[src/rtl/ucsbece154b_mem_arbiter_if.sv]
// ucsbece154b_mem_arbiter_if: fetch, data and memory handshake bundle around the memory arbiter
interface ucsbece154b_mem_arbiter_if #(
  parameter int XLEN = 32
);
  logic            i_req;
  logic [XLEN-1:0] i_addr;
  logic [XLEN-1:0] i_rdata;
  logic            i_valid;
  logic            d_req;
  logic            d_we;
  logic [XLEN-1:0] d_addr;
  logic [XLEN-1:0] d_wdata;
  logic [XLEN-1:0] d_rdata;
  logic            d_valid;
  logic            mem_req;
  logic            mem_we;
  logic [XLEN-1:0] mem_addr;
  logic [XLEN-1:0] mem_wdata;
  logic [XLEN-1:0] mem_rdata;
  logic            mem_ready;
  logic            stall_if;
  logic            stall_mem;
  modport master (
    output i_req, i_addr, d_req, d_we, d_addr, d_wdata, mem_rdata, mem_ready,
    input  i_rdata, i_valid, d_rdata, d_valid, mem_req, mem_we, mem_addr, mem_wdata,
           stall_if, stall_mem
  );
  modport slave (
    input  i_req, i_addr, d_req, d_we, d_addr, d_wdata, mem_rdata, mem_ready,
    output i_rdata, i_valid, d_rdata, d_valid, mem_req, mem_we, mem_addr, mem_wdata,
           stall_if, stall_mem
  );
endinterface

[src/rtl/ucsbece154b_mem_arbiter.sv]
// ucsbece154b_mem_arbiter: shares one single-ported memory between instruction fetch and data access
module ucsbece154b_mem_arbiter #(
  parameter int XLEN       = 32,
  parameter int STARVE_MAX = 4
) (
  input logic                      clk,
  input logic                      reset,
  ucsbece154b_mem_arbiter_if.slave bus
);
  localparam int CW = $clog2(STARVE_MAX + 1);
  typedef enum logic [1:0] {IDLE, BUSY_I, BUSY_D} state_t;
  state_t        state, state_n;
  logic [CW-1:0] starve_cnt;
  logic          grant_i, grant_d, done;
  // data wins ties unless fetch has waited through STARVE_MAX data grants; any busy state ends on ready
  always_comb begin
    grant_i = (state == IDLE) && bus.i_req && (!bus.d_req || starve_cnt == CW'(STARVE_MAX));
    grant_d = (state == IDLE) && bus.d_req && !grant_i;
    done    = (state != IDLE) && bus.mem_ready;
    state_n = grant_i ? BUSY_I : grant_d ? BUSY_D : done ? IDLE : state;
  end
  assign bus.i_valid   = (state == BUSY_I) && bus.mem_ready;
  assign bus.d_valid   = (state == BUSY_D) && bus.mem_ready;
  assign bus.i_rdata   = bus.mem_rdata;
  assign bus.d_rdata   = bus.mem_rdata;
  assign bus.stall_if  = bus.i_req && !bus.i_valid;
  assign bus.stall_mem = bus.d_req && !bus.d_valid;
  // state, registered memory request captured on the grant edge, and saturating starvation count
  always_ff @(posedge clk) begin
    if (reset) begin
      state         <= IDLE;
      bus.mem_req   <= 1'b0;
      bus.mem_we    <= 1'b0;
      bus.mem_addr  <= '0;
      bus.mem_wdata <= '0;
      starve_cnt    <= '0;
    end else begin
      state <= state_n;
      if (grant_i || grant_d) begin
        bus.mem_req   <= 1'b1;
        bus.mem_we    <= grant_d && bus.d_we;
        bus.mem_addr  <= grant_d ? bus.d_addr : bus.i_addr;
        bus.mem_wdata <= grant_d ? bus.d_wdata : {XLEN{1'b0}};
      end else if (done) begin
        bus.mem_req <= 1'b0;
      end
      if (grant_i)
        starve_cnt <= '0;
      else if (grant_d && bus.i_req && starve_cnt != CW'(STARVE_MAX))
        starve_cnt <= starve_cnt + CW'(1);
    end
  end
endmodule

[src/flat_wrapper.sv]
// flat-port wrapper written by rule: the top's interface ports become plain ports
module ucsbece154b_mem_arbiter_flat 
#(
  parameter int XLEN       = 32,
  parameter int STARVE_MAX = 4
)
  (clk, reset, bus_i_req, bus_i_addr, bus_d_req, bus_d_we, bus_d_addr, bus_d_wdata, bus_mem_rdata, bus_mem_ready, bus_i_rdata, bus_i_valid, bus_d_rdata, bus_d_valid, bus_mem_req, bus_mem_we, bus_mem_addr, bus_mem_wdata, bus_stall_if, bus_stall_mem);
  ucsbece154b_mem_arbiter_if #(.XLEN(XLEN)) bus_i ();
  input logic clk;
  input logic reset;
  input wire logic [$bits(bus_i.i_req)-1:0] bus_i_req;
  input wire logic [$bits(bus_i.i_addr)-1:0] bus_i_addr;
  input wire logic [$bits(bus_i.d_req)-1:0] bus_d_req;
  input wire logic [$bits(bus_i.d_we)-1:0] bus_d_we;
  input wire logic [$bits(bus_i.d_addr)-1:0] bus_d_addr;
  input wire logic [$bits(bus_i.d_wdata)-1:0] bus_d_wdata;
  input wire logic [$bits(bus_i.mem_rdata)-1:0] bus_mem_rdata;
  input wire logic [$bits(bus_i.mem_ready)-1:0] bus_mem_ready;
  output wire logic [$bits(bus_i.i_rdata)-1:0] bus_i_rdata;
  output wire logic [$bits(bus_i.i_valid)-1:0] bus_i_valid;
  output wire logic [$bits(bus_i.d_rdata)-1:0] bus_d_rdata;
  output wire logic [$bits(bus_i.d_valid)-1:0] bus_d_valid;
  output wire logic [$bits(bus_i.mem_req)-1:0] bus_mem_req;
  output wire logic [$bits(bus_i.mem_we)-1:0] bus_mem_we;
  output wire logic [$bits(bus_i.mem_addr)-1:0] bus_mem_addr;
  output wire logic [$bits(bus_i.mem_wdata)-1:0] bus_mem_wdata;
  output wire logic [$bits(bus_i.stall_if)-1:0] bus_stall_if;
  output wire logic [$bits(bus_i.stall_mem)-1:0] bus_stall_mem;
  assign bus_i.i_req = bus_i_req;
  assign bus_i.i_addr = bus_i_addr;
  assign bus_i.d_req = bus_d_req;
  assign bus_i.d_we = bus_d_we;
  assign bus_i.d_addr = bus_d_addr;
  assign bus_i.d_wdata = bus_d_wdata;
  assign bus_i.mem_rdata = bus_mem_rdata;
  assign bus_i.mem_ready = bus_mem_ready;
  assign bus_i_rdata = bus_i.i_rdata;
  assign bus_i_valid = bus_i.i_valid;
  assign bus_d_rdata = bus_i.d_rdata;
  assign bus_d_valid = bus_i.d_valid;
  assign bus_mem_req = bus_i.mem_req;
  assign bus_mem_we = bus_i.mem_we;
  assign bus_mem_addr = bus_i.mem_addr;
  assign bus_mem_wdata = bus_i.mem_wdata;
  assign bus_stall_if = bus_i.stall_if;
  assign bus_stall_mem = bus_i.stall_mem;
  ucsbece154b_mem_arbiter #(.XLEN(XLEN), .STARVE_MAX(STARVE_MAX)) u_core (.clk(clk), .reset(reset), .bus(bus_i));
endmodule
[config.mk]
export PLATFORM = sky130hd
export DESIGN_NAME = ucsbece154b_mem_arbiter_flat
export DESIGN_NICKNAME = d
export VERILOG_FILES = /design/src/rtl/ucsbece154b_mem_arbiter_if.sv /design/src/rtl/ucsbece154b_mem_arbiter.sv /design/src/flat_wrapper.sv
export SDC_FILE = /design/constraint.sdc
export NUM_CORES = 1
export LEC_CHECK = 0
export CAP_MARGIN = 25
export CORE_MARGIN = 10
export CORE_UTILIZATION = 34
export DETAILED_ROUTE_END_ITERATION = 12
export PLACE_DENSITY = 0.8
export SYNTH_ARGS = -nofsm -noshare
export SYNTH_HDL_FRONTEND = slang
export SYNTH_SLANG_ARGS = --single-unit
export TNS_END_PERCENT = 1
[constraint.sdc]
create_clock -name clk -period 2 [get_ports clk]
set_input_delay 0.3 -clock clk [delete_from_list [all_inputs] [get_ports clk]]
set_output_delay 0.3 -clock clk [all_outputs]
set_load 0.02 [all_outputs]
After elaboration in Yosys (flattened, before gate mapping)
Cells that the tools add are included.
{ "word_totals": {"register_bits": 71, "in_bits": 134, "output_inout_bits": 134, "wordCells": 43} }
{ "classes": {"addsub": 1, "n_eq_ne": 4, "mux": 7, "reduce_logical": 24} }
{ "ops": {"columns": ["op", "n"], "rows": [
  ["$mux 32", 2],
  ["$logic_and 1x1->1", 12],
  ["$reduce_bool 2->1", 3],
  ["$logic_not 1->1", 4],
  ["$mux 2", 2],
  ["$add 3x1->3 const B", 1],
  ["$eq 3x3->1 const B", 1],
  ["$mux 1", 3],
  ["$ne 3x3->1 const B", 1],
  ["$reduce_bool 3->1", 1],
  ["$eq 2x1->1 const B", 1],
  ["$eq 2x2->1 const B", 1],
  ["$logic_not 2->1", 1],
  ["$logic_or 1x1->1", 2],
  ["$reduce_or 2->1", 1]
]} }

Depth between registers and ports, before layout
Gate-level depths: netlist of the first run.
{ "logic_depth": {"depth_word": 7, "depth_mapped": 7, "depth_no_buf": 5} }

Worst setup path before layout of the first run
OpenSTA, ideal clock, no wires.
{ "synth_path": {"kind": "reg2out", "start": "register u_core.state[0]", "end": "output bus_stall_mem", "arrival_ns": 1.277, "t_required_ns": 1.700, "slack_ns": 0.423, "stages_incl_launch_ff": 4, "path_buffers": 1, "cell_sequence": "dfxtp_1 -> buf_2 -> nor3b_1 -> nor2b_1"} }
{ "synth_via": {"elab_chain_len": 4} }
{ "synth_rtl": {"columns": ["element", "line", "rtl"], "rows": [
  ["start, declared", "ucsbece154b_mem_arbiter.sv:12", "state_t state, state_n;"],
  ["start signal, assigned", "ucsbece154b_mem_arbiter.sv:38", "state <= state_n;"],
  ["$eq 2x2->1", "ucsbece154b_mem_arbiter.sv:23", "assign bus.d_valid = (state == BUSY_D) && bus.mem_ready;"],
  ["$logic_and 1x1->1", "ucsbece154b_mem_arbiter.sv:23", null],
  ["via bus_d_valid", "flat_wrapper.sv:22", "output wire logic [$bits(bus_i.d_valid)-1:0] bus_d_valid;"],
  ["$logic_not 1->1", "ucsbece154b_mem_arbiter.sv:27", "assign bus.stall_mem = bus.d_req && !bus.d_valid;"],
  ["$logic_and 1x1->1", "ucsbece154b_mem_arbiter.sv:27", null],
  ["end, declared", "flat_wrapper.sv:28", "output wire logic [$bits(bus_i.stall_mem)-1:0] bus_stall_mem;"]
]} }
The timed path passes the listed nets, and every way through them passes these cells.

Worst setup path in the final report of the first run
{ "layout_path": {"start": "input bus_mem_ready", "end": "output bus_stall_mem"} }
{ "layout_via": {"elab_chain_len": 3} }
{ "layout_rtl": {"columns": ["element", "line", "rtl"], "rows": [
  ["start, declared", "flat_wrapper.sv:18", "input wire logic [$bits(bus_i.mem_ready)-1:0] bus_mem_ready;"],
  ["$logic_and 1x1->1", "ucsbece154b_mem_arbiter.sv:23", null],
  ["$logic_not 1->1", "ucsbece154b_mem_arbiter.sv:27", null],
  ["$logic_and 1x1->1", "ucsbece154b_mem_arbiter.sv:27", null]
]} }
Every way passes these cells.

==> impl_metrics.toml, run 1 <==
[clocking]
cts_max_path_buffers = 2
clkSlewWorstSetupHoldPaths_ns = 0.08
cts_tree = "done"
cts_made_buffers = 9
clock_sinks = 71
post_cts_buffers = 0
h-tree-depth = 3
hold_buffers = 0
clock_latency_ns = 0.35
cts_root_buf = "clkbuf_8"

[routing]
wl_met2_microns = 5950
wl_per_cell_microns = 19.4
drc = 0
vias = 3763
via_per_inst = 5.55
dr.max_layer_used = "met4"
routedLengthMet1_microns = 4850
wl_met3_microns = 1790
routed_wl_microns = 13100
drt_iter0_markers = 383
drtPass1Iterations = 5
drtAntennaViolNets = 0

[logic_synthesis]
synth_area_sq_mm = 0.00360
synth_top_family_by_area = "compound AO/OA/AOI/OAI gates"
synthMostInstantiatedCell = "dfxtp_1"
synthMuxAreaShare_pct = 0
synth-seq-cells = 71
async_flop_share_pct = 0
synth_cell_type_count = 31
synth.top_cell.area_share_pct = 39.5
synth_edf_count = 0
yosys.area.top_type = "dfxtp_1"
synthSimpleGateAreaFrac_pct = 13.2
synth_commonest_cells = "71 x dfxtp_1, 69 x a21oi_1, 66 x nand3_1, 66 x o21ai_0, 65 x buf_4"
synth_compound_area_share_pct = 27.3
yosysWarnings = 0
synthCells = 450
synthFlopType = "dfxtp_1"
synthAdderAreaFrac_pct = 0.695
synth_area_leaders = "dfxtp_1 39%, buf_4 14%, a21oi_1 9.6%"
synth-xor-area-share_pct = 0
seq_area_frac_synth_pct = 39.5
syn_avg_cell_area_sq_um = 8.00
synthesis.nets = 586

[worst_hold_path]
whs_endpoint = "u_core.bus.mem_wdata[6]"
hold_path.class = "in -> reg"
worstHoldStart = "reset"
whs_path_depth = 3

[setup_path]
worstPathCellList = "clkdlybuf4s50_1, inv_1, nor3b_1, nor2b_1, dlygate4sd2_1"
timing.rr.start = "u_core.state[1]"
cp_max_fo = 3
path_class = "in -> out"
required_ns = 1.70
cp.arrival_ns = 1.55
crit_cells = 5
reg2reg_depth = 5
r2r-end = "u_core.bus.mem_addr[21]"
critPathMaxStageDelay_ns = 0.48
reg2reg_slack_ns = 0.32
end_kind = "primary output"
cp_slowest_cell = "clkdlybuf4s50_1"
crit_family = "buffers and inverters"
start_kind = "input pin"
cp_num_buf_inv = 3

[pwr]
finalPower_mw = 3.82
powerDensity_mw_per_mm2 = 734
peakVddDrop_v = 0.000331
leakagePower_nw = 1.82

[sta]
fmax_mhz = 541
worst_pin_slew_ns = 0.672
post-route-period-util_pct = 92.5
fin_worst_skew_ns = 0.0110
final_hold_viol_count = 0
slew_headroom_pct = 55.2
holdWs_ns = 0.425
slew_violations = 0
final-setup-viol-count = 0
fin_ws_ns = 0.150
rsz0062_at_grt = "no"
fin_crit_ns = 1.85

[finish]
multiInputGateArea_sq_mm = 0.00150
utilization_pct = 50.5
seqCellArea_sq_mm = 0.00142
n_fill_cell = 940
n_antenna_cell = 0
layout-drive-gt1-share_pct = 7.75
area_delta_synth_final_pct = 44.6
finalInstanceArea_sq_mm = 0.00521
num-nets-final = 673

[floorplan]
die_h_microns = 123
ios = 268
core-area_sq_mm = 0.0103
dieArea_sq_mm = 0.0151
rows = 37
initial_utilization_pct = 34.9
die_w_microns = 123

[place]
place.gp.congestion = 0.749
portBuffers = 171
place_ws_ns = -0.182
hpwl_microns = 9460
dpl_cell_area_sq_mm = 0.00503

[global_route]
grt_pass1_wl_microns = 20400
grtUsageTotal_pct = 16.6
grt_max_degree = 72
grt_pass1_vias = 3851
overflow = 0
antenna_found_initial = 0

[flow_run]
drv_cap = 0

[outcome]
status = "completed"
-- final cells by class --
type	instances	share of cell area, %
clock buffer	10	2.64
clock inverter	6	0.865
inverter	3	0.216
multi-input combinational	264	28.8
sequential	71	27.3
tap	136	3.27
timing repair buffer	188	36.9
-- stage by stage --
stage,cells,setup TNS (ns)
5_1_grt,678,0
2_1_floorplan,450,0
3_5_place_dp,662,-3.71
6_report,678,0
4_1_cts,678,0
3_3_place_gp,661,-9.76
-- worst max-delay path by stage --
stage	start	endpoint	slack, ns
2_1_floorplan	u_core.state[0]	bus_stall_mem	0.42
3_3_place_gp	bus_d_req	u_core.bus.mem_addr[26]	-0.31
3_5_place_dp	bus_i_req	u_core.bus.mem_addr[5]	-0.18
4_1_cts	bus_mem_ready	bus_stall_mem	0.12
5_1_grt	bus_mem_ready	bus_stall_mem	0.03
6_report	bus_mem_ready	bus_stall_mem	0.15
-- timing repair --
action | CTS | global route
gates resized for setup | 3 | 0
endpoints found under the setup margin | 3 | 0
endpoints found under the hold margin | 0 | 0
-- metal layers --
metal	up-vias	GRT usage (%)
li1	1734	-
met1	1753	18.6
met2	228	26.0
met3	48	7.61
met4	0	8.84
met5	-	0
-- report_power, final --
| part | internal [mW] | total (mW) | leakage (nW) | switching (mW) |
|---|---|---|---|---|
| Combinational | 0.568 | 1.13 | 1.15 | 0.557 |
| Sequential | 1.54 | 1.61 | 0.586 | 0.0664 |
| Clock | 0.488 | 1.09 | 0.0849 | 0.599 |
| Total | 2.60 | 3.82 | 1.82 | 1.22 |
-- cell usage in the layout (no fill, tap or decap), types with 2 or more instances in the layout --
master and n:
a21oi_1 69, a311oi_1 32, buf_12 6, buf_4 11, clkbuf_8 10, clkdlybuf4s50_1 166
clkinvlp_4 3, dfxtp_1 71, dlygate4sd2_1 3, ha_1 2, inv_1 3, nand2_1 4
nand3_1 65, nand4_1 2, nor2_1 4, nor2_2 3, nor2b_1 2, nor3b_1 2
o21ai_0 66
-- state kept, by name, summed over array words and instances (netlist names) --
name,count
u_core.bus.mem_wdata,32
u_core.bus.mem_addr,32
u_core.bus.mem_req,1
u_core.state,2
u_core.bus.mem_we,1
u_core.starve_cnt,3
-- logic make-up (layout without fill, tap and decap cells) --
| logic type | after synthesis | after routing |
|---|---|---|
| compound gates | 171 | 171 |
| fa+ha+maj | 2 | 2 |
| flops | 71 | 71 |
| simple gates | 91 | 91 |
| buf+inv | 115 | 207 |
-- worst min-delay path, stage by stage --
cell and delay (ns):
buf_2 0.11, buf_12 0.19, a21oi_1 0.13
(Power assumes the default switching activity.)
==> run 2: changes to the inputs <==
--- a/config.mk
+++ b/config.mk
@@ -10,6 +10,7 @@
 export CORE_UTILIZATION = 34
 export DETAILED_ROUTE_END_ITERATION = 12
 export PLACE_DENSITY = 0.8
+export SETUP_SLACK_MARGIN = 0.02
 export SYNTH_ARGS = -nofsm -noshare
 export SYNTH_HDL_FRONTEND = slang
 export SYNTH_SLANG_ARGS = --single-unit
==> results of run 2 <==
Same layout as run 1: the final DEF is identical, and so are final timing and power.
